<file path="src/rtl/pc_redirect_ctrl_pkg.sv">
// Shared types and defaults for the PC redirect controller.
// Redirect kinds are encoded so that a larger value means higher priority.
package pc_ctrl_pkg;

    localparam logic [31:0] DEFAULT_RESET_PC   = 32'h0000_0000;
    localparam int unsigned DEFAULT_INSN_BYTES = 4;

    typedef enum logic [1:0] {
        KIND_NONE = 2'd0,
        KIND_BR   = 2'd1,
        KIND_ISR  = 2'd2,
        KIND_RET  = 2'd3
    } redir_kind_e;

    typedef enum logic {
        ST_RUN  = 1'b0,
        ST_HOLD = 1'b1
    } state_e;

    typedef struct packed {
        redir_kind_e kind;
        logic [31:0] target;
    } redir_t;

    localparam redir_t REDIR_NONE = '{kind: KIND_NONE, target: 32'h0};

endpackage

</file>
<file path="src/rtl/pc_redirect_ctrl_if.sv">
// Fetch-side bundle between the pipeline (master) and the PC redirect controller (slave).
interface pc_redirect_ctrl_if;

    logic [31:0] pc_cur;
    logic        im_stall;
    logic        dm_stall;
    logic        csr_stall;
    logic        br_taken;
    logic [31:0] br_target;
    logic        csr_ret;
    logic [31:0] csr_retpc;
    logic        csr_interrupt;
    logic [31:0] csr_isr_pc;
    logic        csr_reset;
    logic [31:0] pc_next;
    logic        pc_we;
    logic        flush;
    logic        isr_ack;
    logic        redirect_pending;

    modport master (
        output pc_cur, im_stall, dm_stall, csr_stall, br_taken, br_target,
               csr_ret, csr_retpc, csr_interrupt, csr_isr_pc, csr_reset,
        input  pc_next, pc_we, flush, isr_ack, redirect_pending
    );

    modport slave (
        input  pc_cur, im_stall, dm_stall, csr_stall, br_taken, br_target,
               csr_ret, csr_retpc, csr_interrupt, csr_isr_pc, csr_reset,
        output pc_next, pc_we, flush, isr_ack, redirect_pending
    );

endinterface

</file>
<file path="src/rtl/pc_redirect_ctrl_arb.sv">
// Priority arbiter: picks the highest live redirect source, then merges it
// with the pending redirect (pending wins ties).
module pc_redirect_arb
    import pc_ctrl_pkg::*;
(
    input  logic        csr_ret_i,
    input  logic [31:0] csr_retpc_i,
    input  logic        irq_edge_i,
    input  logic [31:0] csr_isr_pc_i,
    input  logic        br_taken_i,
    input  logic [31:0] br_target_i,
    input  redir_t      pend_i,
    output redir_t      live_o,
    output redir_t      win_o
);

    redir_t live;

    // NOTE: default assignment first so every path drives live and no latch is inferred.
    always_comb begin
        live = REDIR_NONE;
        if (csr_ret_i) begin
            live = '{kind: KIND_RET, target: csr_retpc_i};
        end else if (irq_edge_i) begin
            live = '{kind: KIND_ISR, target: csr_isr_pc_i};
        end else if (br_taken_i) begin
            live = '{kind: KIND_BR, target: br_target_i};
        end
    end

    assign live_o = live;
    assign win_o  = (live.kind > pend_i.kind) ? live : pend_i;

endmodule

</file>
<file path="src/rtl/pc_redirect_ctrl.sv">
// PC next-value selection with stall-tolerant redirect holding.
// Optional redirect counter port enabled by `define PC_REDIRECT_CNT_EN.
module pc_redirect_ctrl
    import pc_ctrl_pkg::*;
#(
    parameter logic [31:0] RESET_PC   = DEFAULT_RESET_PC,
    parameter int unsigned INSN_BYTES = DEFAULT_INSN_BYTES
) (
    input  logic clk,
    input  logic reset,
    pc_redirect_ctrl_if.slave bus
`ifdef PC_REDIRECT_CNT_EN
    ,
    output logic [15:0] redirect_cnt
`endif
);

    state_e state_q, state_d;
    redir_t pend_q, pend_d;
    logic   irq_q;
    logic   irq_edge;
    logic   stall;
    redir_t live;
    redir_t win;

    assign stall    = bus.im_stall | bus.dm_stall | bus.csr_stall;
    assign irq_edge = bus.csr_interrupt & ~irq_q;

    pc_redirect_arb u_arb (
        .csr_ret_i    (bus.csr_ret),
        .csr_retpc_i  (bus.csr_retpc),
        .irq_edge_i   (irq_edge),
        .csr_isr_pc_i (bus.csr_isr_pc),
        .br_taken_i   (bus.br_taken),
        .br_target_i  (bus.br_target),
        .pend_i       (pend_q),
        .live_o       (live),
        .win_o        (win)
    );

    always_comb begin
        bus.pc_next = bus.pc_cur + 32'(INSN_BYTES);
        bus.pc_we   = 1'b0;
        bus.flush   = 1'b0;
        bus.isr_ack = 1'b0;
        state_d     = state_q;
        pend_d      = pend_q;

        if (reset || bus.csr_reset) begin
            // Soft reset overrides stall and discards anything pending.
            bus.pc_next = RESET_PC;
            bus.pc_we   = 1'b1;
            bus.flush   = 1'b1;
            state_d     = ST_RUN;
            pend_d      = REDIR_NONE;
        end else begin
            case (state_q)
                ST_RUN: begin
                    if (!stall) begin
                        bus.pc_we = 1'b1;
                        if (win.kind != KIND_NONE) begin
                            bus.pc_next = win.target;
                            bus.flush   = 1'b1;
                            bus.isr_ack = (win.kind == KIND_ISR);
                        end
                    end else if (live.kind != KIND_NONE) begin
                        pend_d  = live;
                        state_d = ST_HOLD;
                    end
                end
                ST_HOLD: begin
                    if (stall) begin
                        if (live.kind > pend_q.kind) begin
                            pend_d = live;
                        end
                    end else begin
                        bus.pc_next = win.target;
                        bus.pc_we   = 1'b1;
                        bus.flush   = 1'b1;
                        bus.isr_ack = (win.kind == KIND_ISR);
                        state_d     = ST_RUN;
                        pend_d      = REDIR_NONE;
                    end
                end
                default: begin
                    state_d = ST_RUN;
                    pend_d  = REDIR_NONE;
                end
            endcase
        end
    end

    // Gated so a reset landing mid-HOLD reports nothing pending immediately.
    assign bus.redirect_pending = (state_q == ST_HOLD) & ~reset;

    // NOTE: sequential state uses non-blocking assignments only.
    always_ff @(posedge clk) begin
        if (reset) begin
            state_q <= ST_RUN;
            pend_q  <= REDIR_NONE;
            irq_q   <= 1'b0;
        end else begin
            state_q <= state_d;
            pend_q  <= pend_d;
            irq_q   <= bus.csr_interrupt;
        end
    end

`ifdef PC_REDIRECT_CNT_EN
    logic [15:0] cnt_q;

    always_ff @(posedge clk) begin
        if (reset) begin
            cnt_q <= 16'h0;
        end else if (bus.pc_we && bus.flush && cnt_q != 16'hFFFF) begin
            cnt_q <= cnt_q + 16'h1;
        end
    end

    assign redirect_cnt = cnt_q;
`endif

endmodule

</file>
<file path="src/flat_wrapper.sv">
// flat-port wrapper written by rule: the top's interface ports become plain ports
module pc_redirect_ctrl_flat import pc_ctrl_pkg::*;
#(
    parameter logic [31:0] RESET_PC   = DEFAULT_RESET_PC,
    parameter int unsigned INSN_BYTES = DEFAULT_INSN_BYTES
)
  (clk, reset, bus_pc_cur, bus_im_stall, bus_dm_stall, bus_csr_stall, bus_br_taken, bus_br_target, bus_csr_ret, bus_csr_retpc, bus_csr_interrupt, bus_csr_isr_pc, bus_csr_reset, bus_pc_next, bus_pc_we, bus_flush, bus_isr_ack, bus_redirect_pending);
  pc_redirect_ctrl_if bus_i ();
  input  logic clk;
  input  logic reset;
  input wire logic [$bits(bus_i.pc_cur)-1:0] bus_pc_cur;
  input wire logic [$bits(bus_i.im_stall)-1:0] bus_im_stall;
  input wire logic [$bits(bus_i.dm_stall)-1:0] bus_dm_stall;
  input wire logic [$bits(bus_i.csr_stall)-1:0] bus_csr_stall;
  input wire logic [$bits(bus_i.br_taken)-1:0] bus_br_taken;
  input wire logic [$bits(bus_i.br_target)-1:0] bus_br_target;
  input wire logic [$bits(bus_i.csr_ret)-1:0] bus_csr_ret;
  input wire logic [$bits(bus_i.csr_retpc)-1:0] bus_csr_retpc;
  input wire logic [$bits(bus_i.csr_interrupt)-1:0] bus_csr_interrupt;
  input wire logic [$bits(bus_i.csr_isr_pc)-1:0] bus_csr_isr_pc;
  input wire logic [$bits(bus_i.csr_reset)-1:0] bus_csr_reset;
  output wire logic [$bits(bus_i.pc_next)-1:0] bus_pc_next;
  output wire logic [$bits(bus_i.pc_we)-1:0] bus_pc_we;
  output wire logic [$bits(bus_i.flush)-1:0] bus_flush;
  output wire logic [$bits(bus_i.isr_ack)-1:0] bus_isr_ack;
  output wire logic [$bits(bus_i.redirect_pending)-1:0] bus_redirect_pending;
  assign bus_i.pc_cur = bus_pc_cur;
  assign bus_i.im_stall = bus_im_stall;
  assign bus_i.dm_stall = bus_dm_stall;
  assign bus_i.csr_stall = bus_csr_stall;
  assign bus_i.br_taken = bus_br_taken;
  assign bus_i.br_target = bus_br_target;
  assign bus_i.csr_ret = bus_csr_ret;
  assign bus_i.csr_retpc = bus_csr_retpc;
  assign bus_i.csr_interrupt = bus_csr_interrupt;
  assign bus_i.csr_isr_pc = bus_csr_isr_pc;
  assign bus_i.csr_reset = bus_csr_reset;
  assign bus_pc_next = bus_i.pc_next;
  assign bus_pc_we = bus_i.pc_we;
  assign bus_flush = bus_i.flush;
  assign bus_isr_ack = bus_i.isr_ack;
  assign bus_redirect_pending = bus_i.redirect_pending;
  pc_redirect_ctrl #(.RESET_PC(RESET_PC), .INSN_BYTES(INSN_BYTES)) u_core (.clk(clk), .reset(reset), .bus(bus_i));
endmodule
</file>
<file path="config.mk">
export PLATFORM = sky130hd
export DESIGN_NAME = pc_redirect_ctrl_flat
export DESIGN_NICKNAME = d
export VERILOG_FILES = /design/src/rtl/pc_redirect_ctrl_pkg.sv /design/src/rtl/pc_redirect_ctrl_if.sv /design/src/rtl/pc_redirect_ctrl_arb.sv /design/src/rtl/pc_redirect_ctrl.sv /design/src/flat_wrapper.sv
export SDC_FILE = /design/constraint.sdc
export NUM_CORES = 1
export LEC_CHECK = 0
export CAP_MARGIN = 20
export CELL_PAD_IN_SITES_DETAIL_PLACEMENT = 1
export CELL_PAD_IN_SITES_GLOBAL_PLACEMENT = 1
export CORE_ASPECT_RATIO = 1.25
export CORE_MARGIN = 2
export CORE_UTILIZATION = 26
export CTS_BUF_LIST = sky130_fd_sc_hd__clkbuf_4 sky130_fd_sc_hd__clkbuf_8
export DETAILED_ROUTE_END_ITERATION = 8
export PLACE_DENSITY = 0.78
export SETUP_SLACK_MARGIN = 0.5
export SYNTH_ARGS = -nofsm -noshare
export SYNTH_HDL_FRONTEND = slang
export SYNTH_SLANG_ARGS = --single-unit
</file>
<file path="constraint.sdc">
create_clock -name clk -period 3.5 [get_ports clk]
set_input_delay 0.7 -clock clk [delete_from_list [all_inputs] [get_ports clk]]
set_output_delay 0.7 -clock clk [all_outputs]
set_load 0.05 [all_outputs]
</file>
Word level (Yosys, flattened, before mapping)

Index checks and enable logic that the tools add are counted.

Input port bits: 137
Word-level logic and storage cells: 49
Memory bits (writable): 0
Latch bits: 0
Output and inout bits: 36
Register bits after elaboration: 36
Memory bits (read-only): 0
Memories kept: 0

$mul: 0
$lt $le $gt $ge: 1
Bitwise operators: 7
Mux-type cells: 28
$add $sub $neg: 1
Equality and inequality tests: 3
Divide/modulo/power cells: 0
Shift operators: 0
Reductions and logical operators: 5

Operators with widths:

| cell                                                   | count |
|---|---|
| 2-to-1 mux 34 bit                                      | 6 |
| 2-to-1 mux 32 bit                                      | 4 |
| case mux 34 bit (2 select lines)                       | 1 |
| case mux 32 bit (2 select lines)                       | 1 |
| 2-to-1 mux 33 bit                                      | 1 |
| adder 32 x 3 -> 32 bit (second input constant)         | 1 |
| 2-to-1 mux 1 bit                                       | 12 |
| case mux 1 bit (2 select lines)                        | 3 |
| inequality test 2 x 1 -> 1 bit (second input constant) | 2 |
| nonzero test 2 bit                                     | 2 |
| inverter 1 bit                                         | 3 |
| AND 1 bit                                              | 2 |
| equality test 2 bit (second input constant)            | 1 |
| greater-than comparator 2 bit                          | 1 |
| OR 1 bit                                               | 2 |
| AND reduction 2 bit                                    | 1 |
| OR reduction 2 bit                                     | 1 |
| logical OR 1 bit                                       | 1 |

Longest topological paths before layout

Depth after elaboration: 11
Mapped depth: 14
Mapped depth without buffers: 9

By module

From an unflattened synthesis, not the netlist that was laid out.

Cells, all modules: 478
Area total of the unflattened synthesis: 4062.6 µm²

By module, submodules not included:

| module           | cells an instance | sequential area each (µm²) | area each (µm²) | instances |
|---|---|---|---|---|
| pc_redirect_ctrl | 271               | 720.7                      | 2326.0          | 1 |
| pc_redirect_arb  | 207               | 0.0                        | 1736.7          | 1 |

Worst setup path before layout

Ideal clock, no wire load.

Path type: input -> output
From: input port bus_csr_ret
To: output port bus_pc_next[10]
Slack: -1.219 ns
Path buffers: 6
Stages on the path: 13
Data arrival time: 4.019 ns
Required time: 2.800 ns
Path through: clkbuf_1 -> buf_2 -> buf_2 -> buf_2 -> a21oi_1 -> ha_1 -> nand2_1 -> o21a_1 -> buf_2 -> mux2i_1 -> clkbuf_1 -> a21oi_1 -> a211oi_1

Longest elaborated chain between the ends: 8
Elaborated cells on any way between the ends: 9
Classes of those cells: 1 x order compare; 7 x mux; 1 x reduce/logical

Ends and longest elaborated chain:

| what                                 | RTL line                   | text |
|---|---|---|
| start, declared                      | flat_wrapper.sv:17         | `input wire logic [$bits(bus_i.csr_ret)-1:0] bus_csr_ret;` |
| 2-to-1 mux 34 bit (*)                | pc_redirect_ctrl_arb.sv:22 | `if (csr_ret_i) begin` |
| greater-than comparator 2 bit        | pc_redirect_ctrl_arb.sv:32 | `assign win_o = (live.kind > pend_i.kind) ? live : pend_i;` |
| 2-to-1 mux 34 bit (*)                | -                          |  |
| nonzero test 2 bit                   | pc_redirect_ctrl.sv:61     | `if (win.kind != KIND_NONE) begin` |
| 2-to-1 mux 32 bit                    | pc_redirect_ctrl.sv:61     |  |
| 2-to-1 mux 32 bit                    | pc_redirect_ctrl.sv:59     | `if (!stall) begin` |
| case mux 32 bit (2 select lines) (*) | pc_redirect_ctrl.sv:57     | `case (state_q)` |
| 2-to-1 mux 32 bit (*)                | pc_redirect_ctrl.sv:49     | `if (reset \|\| bus.csr_reset) begin` |
| end, declared                        | flat_wrapper.sv:22         | `output wire logic [$bits(bus_i.pc_next)-1:0] bus_pc_next;` |

Mark *: on every way between the ends. The rest lies on a longest branch, timed or not.

Worst setup path after layout

From: input port bus_csr_interrupt
To: output port bus_pc_next[23]

Longest elaborated chain between the ends: 10
Elaborated cells on any way between the ends: 11
Classes of those cells: 1 x order compare; 8 x mux; 1 x bitwise; 1 x reduce/logical

Ends and longest elaborated chain:

| what                                 | RTL line                   | text |
|---|---|---|
| start, declared                      | flat_wrapper.sv:19         | `input wire logic [$bits(bus_i.csr_interrupt)-1:0] bus_csr_interrupt;` |
| AND 1 bit (*)                        | pc_redirect_ctrl.sv:27     | `assign irq_edge = bus.csr_interrupt & ~irq_q;` |
| 2-to-1 mux 34 bit (*)                | pc_redirect_ctrl_arb.sv:24 | `end else if (irq_edge_i) begin` |
| 2-to-1 mux 34 bit (*)                | pc_redirect_ctrl_arb.sv:22 |  |
| greater-than comparator 2 bit        | pc_redirect_ctrl_arb.sv:32 |  |
| 2-to-1 mux 34 bit (*)                | -                          |  |
| nonzero test 2 bit                   | pc_redirect_ctrl.sv:61     |  |
| 2-to-1 mux 32 bit                    | pc_redirect_ctrl.sv:61     |  |
| 2-to-1 mux 32 bit                    | pc_redirect_ctrl.sv:59     |  |
| case mux 32 bit (2 select lines) (*) | pc_redirect_ctrl.sv:57     |  |
| 2-to-1 mux 32 bit (*)                | pc_redirect_ctrl.sv:49     |  |

Marked as above.

==> run summary <==
=========================================================================================
Horizontal die dimension                                                         109.3 µm
Transition time at the pin with the least slew margin                            753.8 ps
Post-route fraction of the period consumed by the critical path                    98.74%
Met3 Routed Length                                                                 923 µm
Y dimension of the die                                                           135.7 µm
Final setup vio count                                                                   0
Number of flip-flops and latches in the synthesized netlist                            36
Count of buffers inserted at the top-level ports                                      172
DR DRC count                                                                            0
Fraction of synthesized cell area taken by the top area cell type                  19.99%
Area occupied by multi-input gates                                               3236 µm²
Met2 wire length                                                                  9891 µm
Number of buffers on the longest clock path                                             2
Clock tree from TritonCTS                                                           built
Count of max-cap constraint violations                                                  0
Total via count in the routed design                                                 4841
Placed Cells incl. Taps                                                               859
Setup ws final                                                                   44.16 ps
Fillcell total                                                                       1575
Average cell area after synthesis                                               7.285 µm²
DRT iter0 DRCs                                                                        245
Critical path data required time                                                  2800 ps
Routed WL per cell                                                               21.01 µm
CP startpoint kind                                                             input port
Num Clock Sinks                                                                        36
Row cnt                                                                                48
Pre-Repair DR Iteration Count                                                           4
Endpoint arrival time on the critical path                                        2760 ps
Placeable core region                                                           13690 µm²
Class of the tightest hold or removal check                                    reg -> reg
Fraction of layout cells with a size suffix above 1                                28.11%
Gate count of the mapped netlist                                                      495
Worst voltage drop across the vdd grid                                           155.7 µV
Outcome                                                                         completed
Global-route wire length before repair                                           27290 µm
Total power per unit cell area                                               259.7 nW/µm²
Final RePlAce weighted congestion                                                  0.8385
Clock skew                                                                       23.84 ps
Static Leak                                                                      2.713 nW
EDFF count, synth                                                                       0
GRT Residual Overflow                                                                   0
Top achievable clock speed                                                      289.4 MHz
H-tree level count                                                                      2
Proportion of register bits with asynchronous set or reset after synthesis             0%
Final #Nets                                                                           848
Initial antenna violation count                                                         1
Worst-Skew Late Latency                                                            320 ps
Leading post-synthesis cells by cell area                                    dfxtp_1 20%, mux2i_1 7.8%, a22oi_1 6.7%, a211oi_1 4.6%, nand2_1 4.3%
DP Wirelength                                                                    13760 µm
Number of vias per cell after detailed routing                                      5.476
Post-layout instance count excluding filler cells                                     884
Clock-pin slew on the worst setup and hold paths                                    70 ps
Mapped Area                                                                      3606 µm²
Total number of yosys warnings                                                          0
Distinct cell type count of the synthesized netlist                                    51
Path type of the worst setup path                                               in -> out
Total wire length after detailed routing                                         18570 µm
Signed area change from the synthesized netlist to the final layout                95.94%
Total count of hold-check failures in the final report                                  0
Effective utilization at floorplan                                                 26.33%
Inserted Clock Buffers                                                                  5
Number of global-route vias before repair                                            5158
Root Buffer Master                                                               clkbuf_8
M1 wire length                                                                    7129 µm
Main flop type after synthesis                                                    dfxtp_1
Relative slew slack                                                                49.11%
Final min period                                                                  3456 ps
Pin count of the biggest net entering global routing                                   48
Worst Setup End Kind                                                           output pin
Pre-CTS setup slack                                                             -505.6 ps
GRT Util Overall                                                                   23.59%
Final antenna-violating net count                                                       0
Mapped Nets                                                                           636
Critical path peak fanout                                                               6
Largest area contributor in the netlist                                           dfxtp_1
Most common library cells after synthesis                                    41 x nand2_1, 40 x nor2_1, 36 x dfxtp_1, 32 x a22oi_1, 28 x mux2i_1
Most used standard cell by instance count after synthesis                         nand2_1
Final Max Tran Viols                                                                    0
Top routing layer used                                                               met4
I/O pin count                                                                         173
Setup repair after global routing missed its margin                                  true
Reg area                                                                        720.7 µm²
Die footprint                                                                   14830 µm²
Sequential-to-total area share from yosys stat                                     19.99%
=========================================================================================
## sequential cells by signal (all words and copies together), names as in the netlist
signal	flops
u_core.pend_q	34
u_core.irq_q	1
u_core.state_q	1
## cell type report
type                       instances  area share [%]
clock inverter                     2          0.4958
sequential                        36           10.20
multi-input combinational        394           45.79
clock buffer                       6           1.080
antenna                            1         0.03542
tap                              175           3.099
inverter                          17          0.9031
timing repair buffer             253           38.39
## stage by stage
step / power, W / hold WS, ps / instance area (µm²) / util [%] / setup TNS (ps)
after CTS: 0.001777 / 520.9 / 6859 / 50.09 / 0
after global routing: 0.001906 / 552.9 / 7066 / 51.60 / 0
after detailed placement: 0.001356 / 501.8 / 6558 / 47.89 / -13360
final: 0.001835 / 519.6 / 7066 / 51.60 / 0
after global placement: 0.001329 / 487.4 / 6558 / 47.89 / -11230
after floorplan: 0.0009611 / 470.6 / 4227 / - / -2909
## where the power goes
part           switching (W)  internal, W  total [W]
registers          0.0000133     0.000429   0.000443
clock network       0.000181     0.000220   0.000400
logic               0.000514     0.000477   0.000992
## logic make-up after synthesis
logic type,synth area share (%)
adder cells (fa/ha/maj),1.388
XOR/XNOR,6.558
AO/OA/AOI/OAI,30.43
flip-flops,19.99
AND/OR/NAND/NOR,25.47
buffers and inverters,8.085
multiplexers,8.085
## layer usage
layer / up-vias / track usage, %
li1: 2261 / -
met2: 161 / 42.66
met3: 37 / 3.223
met4: 0 / 9.564
met1: 2382 / 27.46
met5: - / 0
## critical path, cell delays in order
cell and delay, ps:
buf_8 100, nand2b_4 100, nand2b_4 80, ha_4 270
nor2b_4 150, o21a_4 180, mux2_4 320, buf_6 130
o21ai_4 240, clkbuf_16 230, o22ai_4 80, buf_12 170
## path summary, 6_finish.rpt
kind | startpoint | end | slack (ps) | depth (start not counted)
setup / recovery | bus_csr_interrupt | bus_pc_next[23] | 40 | 12
hold / removal | u_core.pend_q[17]$_SDFFE_PP0P_ | u_core.pend_q[17]$_SDFFE_PP0P_ | 520 | 2
hold reg to reg | u_core.pend_q[17]$_SDFFE_PP0P_ | u_core.pend_q[17]$_SDFFE_PP0P_ | 520 | 2
setup reg to reg | u_core.irq_q$_SDFF_PP0_ | u_core.pend_q[15]$_SDFFE_PP0P_ | 810 | 14
## timing repair
item                                    CTS  global route
hold buffers                              0             0
buffers inserted                          7             6
endpoints found under the setup margin   55            34
pin swaps                                17            10
resized for setup                        48            34
gates cloned                              1             2
## cell usage in the layout (no fill, tap or decap), types with 11 or more instances in the layout
cell type | synthesis | final
mux2i_1 | 28 | 26
xnor2_1 | 17 | 17
inv_1 | 17 | 17
a211oi_4 | 0 | 19
o22ai_4 | 0 | 11
buf_12 | 0 | 25
and3b_1 | 14 | 14
clkdlybuf4s50_1 | 0 | 124
buf_4 | 2 | 60
dfxtp_1 | 36 | 36
a31oi_1 | 14 | 14
nor2_1 | 40 | 39
nand3_1 | 26 | 25
a21oi_1 | 23 | 16
o21ai_0 | 17 | 15
nand2_1 | 41 | 39
buf_6 | 2 | 29
a22oi_1 | 32 | 32
No activity file was read; power rests on OpenSTA's default activity.
